**src/rtl/usb_rx_decoder.sv**
```systemverilog
// USB receive line decoder: samples D+/D- on each shift_enable strobe, undoes NRZI, finds SYNC, drops stuffed bits, detects EOP and line errors.
// Latency: every output is registered, so results appear one clock after the strobe. Pulses last one cycle.
// Backpressure: none. The decoder follows the line rate, and the downstream logic must consume each bit_valid pulse.
//
// Ports:
//   clk, n_rst                 rising-edge clock, asynchronous active-low reset
//   d_plus_sync, d_minus_sync  synchronized differential line
//   shift_enable               one-cycle strobe at the bit centre (the sample point)
//   d_orig                     last decoded payload bit (held between payload bits)
//   bit_valid                  pulse: d_orig was just loaded with a payload bit
//   sync_found, eop, rx_error  event pulses
//   receiving                  high while in SYNC, DATA or EOP_WAIT
module usb_rx_decoder #(
    parameter int STUFF_LEN  = 6,
    parameter int SYNC_ZEROS = 7
) (
    input  logic clk,
    input  logic n_rst,
    input  logic d_plus_sync,
    input  logic d_minus_sync,
    input  logic shift_enable,
    output logic d_orig,
    output logic bit_valid,
    output logic sync_found,
    output logic eop,
    output logic rx_error,
    output logic receiving
);

    localparam int OW = $clog2(STUFF_LEN + 1);
    localparam int ZW = $clog2(SYNC_ZEROS + 1);
    localparam logic [OW-1:0] STUFF_MAX = OW'(STUFF_LEN);
    localparam logic [ZW-1:0] ZERO_MAX  = ZW'(SYNC_ZEROS);

    typedef enum logic [2:0] {
        IDLE,
        SYNC,
        DATA,
        EOP_WAIT,
        ERROR
    } state_t;

    state_t        state;
    logic          prev_line;
    logic [OW-1:0] ones_cnt;
    logic [ZW-1:0] zero_cnt;
    logic [1:0]    se0_cnt;
    logic          j_seen;      // ERROR: previous sample was J

    logic is_j, is_k, is_se0, is_jk, dec_bit;

    assign is_j    = d_plus_sync & ~d_minus_sync;
    assign is_k    = ~d_plus_sync & d_minus_sync;
    assign is_se0  = ~d_plus_sync & ~d_minus_sync;
    assign is_jk   = is_j | is_k;
    // NRZI: no transition decodes as 1, a transition decodes as 0.
    assign dec_bit = (d_plus_sync == prev_line);

    always_ff @(posedge clk or negedge n_rst) begin
        if (!n_rst) begin
            state      <= IDLE;
            prev_line  <= 1'b1;
            ones_cnt   <= '0;
            zero_cnt   <= '0;
            se0_cnt    <= '0;
            j_seen     <= 1'b0;
            d_orig     <= 1'b1;
            bit_valid  <= 1'b0;
            sync_found <= 1'b0;
            eop        <= 1'b0;
            rx_error   <= 1'b0;
            receiving  <= 1'b0;
        end else begin
            bit_valid  <= 1'b0;
            sync_found <= 1'b0;
            eop        <= 1'b0;
            rx_error   <= 1'b0;

            if (shift_enable) begin
                // SE0/SE1 carry no NRZI level, so prev_line only follows J/K.
                if (is_jk)
                    prev_line <= d_plus_sync;

                case (state)
                    IDLE: begin
                        if (is_k) begin
                            state     <= SYNC;
                            zero_cnt  <= ZW'(1);
                            receiving <= 1'b1;
                        end
                    end

                    SYNC: begin
                        if (is_jk && !dec_bit && zero_cnt != ZERO_MAX) begin
                            zero_cnt <= zero_cnt + 1'b1;
                        end else if (is_jk && dec_bit && zero_cnt == ZERO_MAX) begin
                            state      <= DATA;
                            sync_found <= 1'b1;
                            ones_cnt   <= OW'(1);   // the closing SYNC 1 counts toward stuffing
                        end else begin
                            state     <= ERROR;
                            rx_error  <= 1'b1;
                            receiving <= 1'b0;
                            j_seen    <= 1'b0;
                        end
                    end

                    DATA: begin
                        if (is_jk) begin
                            if (ones_cnt != STUFF_MAX) begin
                                d_orig    <= dec_bit;
                                bit_valid <= 1'b1;
                                ones_cnt  <= dec_bit ? ones_cnt + 1'b1 : '0;
                            end else if (!dec_bit) begin
                                ones_cnt <= '0;     // stuffed zero: dropped, d_orig held
                            end else begin
                                state     <= ERROR;
                                rx_error  <= 1'b1;
                                receiving <= 1'b0;
                                j_seen    <= 1'b0;
                            end
                        end else if (is_se0) begin
                            state   <= EOP_WAIT;
                            se0_cnt <= 2'd1;
                        end else begin
                            state     <= ERROR;
                            rx_error  <= 1'b1;
                            receiving <= 1'b0;
                            j_seen    <= 1'b0;
                        end
                    end

                    EOP_WAIT: begin
                        if (is_se0 && se0_cnt != 2'd2) begin
                            se0_cnt <= se0_cnt + 1'b1;
                        end else if (is_j) begin
                            state     <= IDLE;
                            eop       <= 1'b1;
                            receiving <= 1'b0;
                        end else begin
                            state     <= ERROR;
                            rx_error  <= 1'b1;
                            receiving <= 1'b0;
                            j_seen    <= 1'b0;
                        end
                    end

                    ERROR: begin
                        if (is_j && j_seen) begin
                            state  <= IDLE;
                            j_seen <= 1'b0;
                        end else begin
                            j_seen <= is_j;
                        end
                    end

                    default: begin
                        state     <= IDLE;
                        receiving <= 1'b0;
                    end
                endcase
            end
        end
    end

endmodule
```
**config.mk**
```make
export PLATFORM = sky130hd
export DESIGN_NAME = usb_rx_decoder
export DESIGN_NICKNAME = d
export VERILOG_FILES = /design/src/rtl/usb_rx_decoder.sv
export SDC_FILE = /design/constraint.sdc
export NUM_CORES = 1
export LEC_CHECK = 0
export BUFFER_PORTS_ARGS = -buffer_cell sky130_fd_sc_hd__buf_2
export CAP_MARGIN = 20
export CORE_UTILIZATION = 45
export DETAILED_ROUTE_END_ITERATION = 10
export PLACE_DENSITY = 0.74
export SYNTH_ARGS = -nofsm -noshare
export SYNTH_HDL_FRONTEND = slang
export SYNTH_SLANG_ARGS = --single-unit
```
**constraint.sdc**
```tcl
create_clock -name clk -period 4.4 [get_ports clk]
set_input_delay 0 -clock clk [delete_from_list [all_inputs] [get_ports clk]]
set_output_delay 0 -clock clk [all_outputs]
set_load 0.005 [all_outputs]
```
==> results.toml, run 1 <==
[run_status]
status = "completed"

[critical_path]
crit_fanout = 4
critPathCaptureType = "register"
start_kind = "register"
crit_arrival_ns = 2.17
cp_data_required_time_ns = 4.58
path_class = "reg2reg"

[timing]
finalHoldViolCount = 0
layout_setup_ws_ns = 2.412
drv_slew = 0
period_minus_slack_ns = 1.988
clock.fmax_mhz = 503.0
clock_skew_ns = 0.005942
worstMarginPinSlew_ns = 0.5420
rsz0062_at_grt = "false"
setup_viol = 0
finalSetupTns_ns = 0
fin_crit_sh_pct = 45.18
slew_headroom_pct = 63.87

[cells_and_area]
area_growth_pct = 8.806
final_cell_mix = "dfrtp_1 (17), nand2_1 (14), ha_1 (10), buf_2 (10)"
final_layout_size_suffix_gt1_share_pct = 19.71
n_antenna_cell = 0
final_common_cell = "dfrtp_1"
final_cell_count_no_fill = 167
fin_nets = 153

[die]
die_height_um = 54.41
core-area_mm2 = 0.002545
fp.dieArea_mm2 = 0.002960
rows = 18
io_pins = 11
die_w_um = 54.41
initial_utilization_pct = 48.57

[detailed_routing]
wl_um = 2442
dr.pass1.iters = 4
wl_per_cell_um = 14.62
post_drt_via_cell_ratio = 5.814
drtAntennaViolNets = 0
vias = 971
drtIter0Drc = 17
drcViolationCount = 0

[synth]
ys_types = 44
syn_nets = 140
yosysWarningCount = 0
ys.flop_type = "dfrtp_1"
ys_seq_area_share_pct = 38.66
synth_edf_count = 0
synthCells = 125
ys_async_sr_fraction_pct = 100.0
synth_area_leaders = "dfrtp_1 (34%), ha_1 (10%), dfstp_2 (4.3%)"
synth_top_area_share_pct = 34.41
avgSynthCellArea_um2 = 9.889
yosys.area.top_type = "dfrtp_1"
syn_area_mm2 = 0.001236
ys_seq_elements = 19

[power]
powerDensity_mw_per_mm2 = 393.4
p_leak_nw = 0.6106
worst_ir_drop_vdd_uv = 275.8

[grt]
grt_pass1_wl_um = 4312
grt_use_total_pct = 20.71
overflow = 0
grt_max_degree = 20
antenna_found_initial = 0
grt_pass1_vias = 992

[clocking]
root_buffer = "clkbuf_4"
clkLatencyLatePin_ns = 0.29
hold_buffers = 1
cts-resized-gates = 0
cts_sinks = 19
cts_made_buffers = 3
cts_htree_levels = 1
post_cts_buffers = 0
clockBufferDepth = 2
clk_pin_slew_ns = 0.11
cts_tree = "done"

[worst_hold_path]
hold_class = "in2reg"

[place]
place_inst = 162
numPortBuffers = 10
gp_congestion = 0.8685
hpwl_um = 1825
place_ws_ns = 2.436

[flow_run]
cap_violations = 0
-- critical path, stage by stage (launching register included) --
cell	delay, ns
dfrtp_1	0.41
ha_1	0.20
ha_1	0.19
and2_1	0.18
a32oi_2	0.24
nor2_1	0.09
nor3_2	0.24
mux2_4	0.32
-- worst paths after layout --
check | startpoint | end | slack [ns] | cells after the start
setup / recovery | zero_cnt[0] | j_seen | 2.41 | 7
hold / removal | shift_enable | rx_error | 0.05 | 2
setup reg to reg | zero_cnt[0] | j_seen | 2.41 | 7
hold reg to reg | zero_cnt[1] | zero_cnt[1] | 0.49 | 2
max in group asynchronous | n_rst | prev_line | 3.92 | 2
min in group asynchronous | n_rst | sync_found | 0.16 | 2
-- cell type report --
| class | instances | area [µm²] |
|---|---|---|
| inverters | 7 | 26.28 |
| multi-input cells | 96 | 716.9 |
| fillers | 236 | 1200 |
| clock buffers | 4 | 26.28 |
| well taps | 30 | 37.54 |
| flip-flops and latches | 19 | 478.0 |
| repair buffers | 11 | 60.06 |
-- metrics by stage --
step | power (mW) | area [µm²] | util [%] | hold slack [ns]
floorplan | 0.3959 | 1236 | - | -0.2956
global placement | 0.4356 | 1309 | 51.43 | -0.04116
detailed placement | 0.4460 | 1309 | 51.43 | -0.03417
CTS | 0.5359 | 1345 | 52.85 | 0.03903
global route | 0.5781 | 1345 | 52.85 | 0.03981
finish | 0.5291 | 1345 | 52.85 | 0.04929
-- flip-flops by register name (all words and copies together) (netlist names) --
name / count
rx_error: 1
j_seen: 1
bit_valid: 1
eop: 1
prev_line: 1
zero_cnt: 3
d_orig: 1
receiving: 1
state: 3
ones_cnt: 3
se0_cnt: 2
sync_found: 1
-- power by group --
group | internal [mW] | total, mW | leakage, nW | switching, mW
logic | 0.0812 | 0.182 | 0.359 | 0.101
registers | 0.206 | 0.261 | 0.237 | 0.0542
clock network | 0.0353 | 0.0869 | 0.0150 | 0.0516
total | 0.323 | 0.529 | 0.611 | 0.206
-- metal layers --
layer  wire length (µm)  GRT usage (%)
met1               1135          24.62
met2               1212          36.99
met3                 78          5.833
met4                 15          3.846
met5                  0              0
-- cells in the mapped netlist, types with 3 or more instances --
cell type / instances
a21oi_1: 3
buf_2: 3
dfrtp_1: 17
ha_1: 10
inv_1: 7
mux2_1: 3
nand2_1: 14
nand3_1: 4
nor2_1: 5
nor2b_1: 4
nor3b_2: 3
o21ai_0: 6
o21ai_1: 7
-- logic make-up after synthesis --
group                    synth area share [%]
AO/OA/AOI/OAI                           18.02
AND/OR/NAND/NOR                         23.08
adder cells (fa/ha/maj)                 10.12
XOR/XNOR                                2.025
buffers and inverters                   3.340
flip-flops                              38.66
multiplexers                            4.757
Power figures use the tool's default switching activity.
==> run 2: changes to the inputs <==
==> constraint.sdc (replaced) <==
create_clock -name clk -period 2 [get_ports clk]
set_input_delay 0 -clock clk [delete_from_list [all_inputs] [get_ports clk]]
set_output_delay 0 -clock clk [all_outputs]
set_load 0.005 [all_outputs]
==> results.toml, run 2 (synthesis gave the netlist of run 1 again) <==
[cells_and_area]
final_common_cell = "dfrtp_1"
fillers = 238
seq_area_um2 = 478.0
final_cell_count_no_fill = 171
final_cell_mix = "dfrtp_1 (17), nand2_1 (14), ha_1 (10), buf_2 (10)"
final_layout_size_suffix_gt1_share_pct = 23.40
area_growth_pct = 12.55
postLayoutCellArea_mm2 = 0.001391
n_antenna_cell = 0
multiInputGateArea_um2 = 733.2
post-route-util_pct = 54.67
fin_nets = 157
largest_registers = "ones_cnt (3), state (3), zero_cnt (3)"

[timing]
finalHoldViolCount = 0
period_minus_slack_ns = 1.908
whs_ns = 0.02908
layout_setup_ws_ns = 0.09150
finalSetupTns_ns = 0
worstMarginPinSlew_ns = 0.5000
setup_viol = 0
clock.fmax_mhz = 524.0
slew_headroom_pct = 66.50
clock_skew_ns = 0.007345
fin_crit_sh_pct = 95.42
rsz0062_at_grt = "false"
drv_slew = 0

[grt]
grt_pass1_vias = 970
grt_max_degree = 20
overflow = 0
grt_pass1_wl_um = 4298
antenna_found_initial = 0
grt_use_total_pct = 21.07

[power]
p_sw_share_pct = 39.06
p_leak_nw = 0.6270
p_switching_mw = 0.4723
clockPowerShare_pct = 16.1
p_total_mw = 1.209
power_frac_comb_pct = 38.0
powerDensity_mw_per_mm2 = 869.2
p_int_mw = 0.7370
p_seq_share_pct = 45.9
worst_ir_drop_vdd_uv = 649.5

[clocking]
clockBufferDepth = 2
cts_sinks = 19
cts_htree_levels = 1
clkLatencyLatePin_ns = 0.30
cts_made_buffers = 3
cts_tree = "done"
clk_pin_slew_ns = 0.11
root_buffer = "clkbuf_4"

[critical_path]
start_kind = "register"
path_class = "reg2reg"
slowest_stage = "dfrtp_1"
critPathMaxStageDelay_ns = 0.41
critical_path.top_delay_family = "simple AND/OR/NAND/NOR gates"
cp_common_cell = "ha_1"
crit_fanout = 4
crit_arrival_ns = 2.10
cp_data_required_time_ns = 2.19
cp_num_buf_inv = 0
critPathCaptureType = "register"
path_cells = "ha_1 -> ha_1 -> and2_4 -> a32oi_4 -> nor2_2 -> nor3_2 -> mux2_4"

[die]
fp.dieArea_mm2 = 0.002960
io_pins = 11
rows = 18
initial_utilization_pct = 48.57
core-area_mm2 = 0.002545
die_w_um = 54.41
die_height_um = 54.41

[flow_run]
cap_violations = 0

[place]
hpwl_um = 1871
place_inst = 166
numPortBuffers = 10
place_area_mm2 = 0.001339
gp_congestion = 0.8829
place_ws_ns = 0.05108

[worst_hold_path]
hold_class = "in2reg"

[detailed_routing]
wl_per_cell_um = 14.66
drtAntennaViolNets = 0
vias = 970
post_drt_via_cell_ratio = 5.673
drtIter0Drc = 12
drcViolationCount = 0
dr.pass1.iters = 4
wl_um = 2507

[run_status]
status = "completed"
[run 2: cell count changes in the layout (fill, tap and decap cells not counted)]
cell     before  now
a32oi_4       0    1
and2_1        2    1
nor2_2        1    2
and2_4        0    1
buf_4         0    4
a32oi_2       1    0
nor2_1        5    4
[run 2: cell type report]
type                       instances  area share, %
clock buffer                       4          1.888
inverter                           7          1.888
multi-input combinational         96          52.70
sequential                        19          34.35
tap                               30          2.698
timing repair buffer              15          6.475
[run 2: path summary, 6_finish.rpt]
path	endpoint	startpoint	cells past startpoint	slack [ns]
min reg2reg	zero_cnt[1]	zero_cnt[1]	2	0.50
min in group asynchronous	sync_found	n_rst	2	0.15
min	prev_line	shift_enable	3	0.03
max in group asynchronous	d_orig	n_rst	2	1.52
max reg2reg	j_seen	zero_cnt[0]	7	0.09
max	j_seen	zero_cnt[0]	7	0.09
[run 2: tightest hold or removal path: cells and delay by family]
family / cells / cell delay, ns
AND/OR/NAND/NOR: 1 / 0.11
AO/OA/AOI/OAI: 1 / 0.08
buffers and inverters: 1 / 0.15
[run 2: power by group through the flow]
| stage | Combinational [mW] | Sequential, mW | Clock, mW |
|---|---|---|---|
| 3_5_place_dp | 0.446 | 0.562 | 0 |
| 5_1_grt | 0.513 | 0.562 | 0.228 |
| 3_3_place_gp | 0.430 | 0.558 | 0 |
| 6_report | 0.459 | 0.555 | 0.195 |
| 4_1_cts | 0.455 | 0.554 | 0.212 |
| 2_1_floorplan | 0.358 | 0.513 | 0 |
[run 2: layer usage]
metal	share of wire, %	vias up	wire [µm]	track usage, %
li1	-	483	-	-
met1	45	467	1139	24.14
met2	50	14	1253	36.79
met3	3.4	6	85	6.389
met4	1.2	0	29	7.265
met5	0	-	0	0
[run 2: what timing repair did]
action | CTS | global route
hold endpoints to repair | 19 | 0
setup buffers | 0 | 0
resized for setup | 0 | 3
endpoints found under the setup margin | 0 | 1
hold buffers | 1 | 0
==> run 3: changes to the inputs <==
--- a/config.mk
+++ b/config.mk
@@ -7,9 +7,11 @@
 export LEC_CHECK = 0
 export BUFFER_PORTS_ARGS = -buffer_cell sky130_fd_sc_hd__buf_2
 export CAP_MARGIN = 20
-export CORE_UTILIZATION = 45
+export CELL_PAD_IN_SITES_DETAIL_PLACEMENT = 2
+export CELL_PAD_IN_SITES_GLOBAL_PLACEMENT = 2
+export CORE_UTILIZATION = 37
 export DETAILED_ROUTE_END_ITERATION = 10
-export PLACE_DENSITY = 0.74
+export PLACE_DENSITY = 0.88
 export SYNTH_ARGS = -nofsm -noshare
 export SYNTH_HDL_FRONTEND = slang
 export SYNTH_SLANG_ARGS = --single-unit
==> constraint.sdc (replaced) <==
create_clock -name clk -period 1.9 [get_ports clk]
set_input_delay 0 -clock clk [delete_from_list [all_inputs] [get_ports clk]]
set_output_delay 0 -clock clk [all_outputs]
set_load 0.005 [all_outputs]
==> results.toml, run 3 (synthesis gave the netlist of run 1 again) <==
[timing]
drv_slew = 0
slew_headroom_pct = 62.05
fin_crit_sh_pct = 100.3
rsz0062_at_grt = "true"
whs_ns = 0.03613
finalSetupTns_ns = -0.005825
period_minus_slack_ns = 1.906
setup_viol = 1
layout_setup_ws_ns = -0.005825
clock.fmax_mhz = 524.7
worstMarginPinSlew_ns = 0.5665
finalHoldViolCount = 0
clock_skew_ns = 0.002156

[clocking]
cts_made_buffers = 3
clkLatencyLatePin_ns = 0.31
clockBufferDepth = 2
root_buffer = "clkbuf_4"
clk_pin_slew_ns = 0.11
cts_htree_levels = 1
cts_tree = "done"
cts_sinks = 19

[run_status]
violations = "negative setup slack"
status = "finished with violations"

[critical_path]
path_class = "reg2reg"
slowest_stage = "dfrtp_1"
r2r_slack_ns = -0.006
critPathMaxStageDelay_ns = 0.41
startpoint = "ones_cnt[0]"
critPathCapture = "j_seen"
cp_data_required_time_ns = 2.11
critPathCaptureType = "register"
reg2regPathDepth = 7
timing.rr.start = "ones_cnt[0]"
reg2reg_to = "j_seen"
crit_arrival_ns = 2.12
start_kind = "register"
path_cells = "inv_1 -> ha_2 -> nand2_2 -> o2111ai_4 -> nand3_2 -> nor3_2 -> mux2_4"
crit_fanout = 4

[worst_hold_path]
hold_class = "in2reg"

[cells_and_area]
largest_registers = "ones_cnt (3), state (3), zero_cnt (3)"
area_growth_pct = 25.61
post-route-util_pct = 50.04
final_layout_size_suffix_gt1_share_pct = 33.56
fin_nets = 165
final_common_cell = "dfrtp_1"
final_cell_mix = "dfrtp_1 (15), nand2_1 (13), buf_4 (12)"
n_antenna_cell = 0

[place]
hpwl_um = 2764
place_ws_ns = -0.07087
gp_congestion = 0.8372
numPortBuffers = 10

[detailed_routing]
vias = 1083
dr.pass1.iters = 3
wl_per_cell_um = 22.61
post_drt_via_cell_ratio = 5.611
wl_um = 4364
drcViolationCount = 0
drtAntennaViolNets = 0
drtIter0Drc = 31

[grt]
grt_use_total_pct = 24.11
grt_pass1_wl_um = 6127
grt_max_degree = 20
antenna_found_initial = 0
overflow = 0
grt_pass1_vias = 1218

[die]
die_w_um = 59.80
fp.dieArea_mm2 = 0.003576
rows = 20
core-area_mm2 = 0.003103
io_pins = 11
die_height_um = 59.80
initial_utilization_pct = 39.84

[power]
worst_ir_drop_vdd_uv = 533.7
p_leak_nw = 0.6715
powerDensity_mw_per_mm2 = 979.9

[flow_run]
cap_violations = 0
==> run 3: worst min-delay path by stage <==
stage,startpoint,to,slack (ns),cells after the start
finish,shift_enable,sync_found,0.04,2
global route,shift_enable,sync_found,0.03,2
CTS,shift_enable,sync_found,0.02,2
detailed placement,n_rst,bit_valid,-0.02,1
global placement,n_rst,bit_valid,-0.03,1
floorplan,n_rst,bit_valid,-0.30,0
==> run 3: report_power, final <==
| part | leakage (nW) | internal, mW | switching [mW] |
|---|---|---|---|
| logic | 0.423 | 0.308 | 0.388 |
| registers | 0.234 | 0.481 | 0.123 |
| clock network | 0.0150 | 0.0823 | 0.139 |
| total | 0.672 | 0.871 | 0.650 |
==> run 3: critical path: cells and delay by family, from the launching register on <==
family / cells / cell delay [ns]
AO/OA/AOI/OAI: 1 / 0.30
multiplexers: 1 / 0.32
buffers and inverters: 1 / 0.13
flip-flops: 1 / 0.41
adder cells (fa/ha/maj): 1 / 0.23
AND/OR/NAND/NOR: 3 / 0.42
==> run 3: cell type report <==
type / count / area [µm²]
clock buffer: 4 / 26.28
fill: 336 / 1550
inverter: 7 / 26.28
multi-input combinational: 96 / 814.5
sequential: 19 / 480.5
tap: 44 / 55.05
timing repair buffer: 23 / 150.1
==> run 3: timing repair <==
| action | in CTS | in global routing |
|---|---|---|
| pin swaps | 3 | 6 |
| buffers inserted | 2 | 2 |
| resized for setup | 3 | 15 |
| hold buffers | 1 | 0 |
| endpoints found under the hold margin | 19 | 0 |
| endpoints found under the setup margin | 3 | 5 |
| gates cloned | 0 | 0 |
==> run 3: per-stage QoR <==
step | instances | instance area (µm²) | power [mW]
2_1_floorplan | 125 | 1236 | 0.9169
3_3_place_gp | 184 | 1386 | 1.092
3_5_place_dp | 184 | 1386 | 1.154
4_1_cts | 191 | 1445 | 1.404
5_1_grt | 193 | 1553 | 1.616
6_report | 193 | 1553 | 1.522
==> run 3: per-layer routing <==
metal | GRT usage (%) | vias up | wire length, µm
met1 | 29.51 | 561 | 1723
li1 | - | 497 | -
met3 | 1.948 | 9 | 95
met5 | 0 | - | 0
met4 | 9.635 | 0 | 98
met2 | 43.33 | 16 | 2446
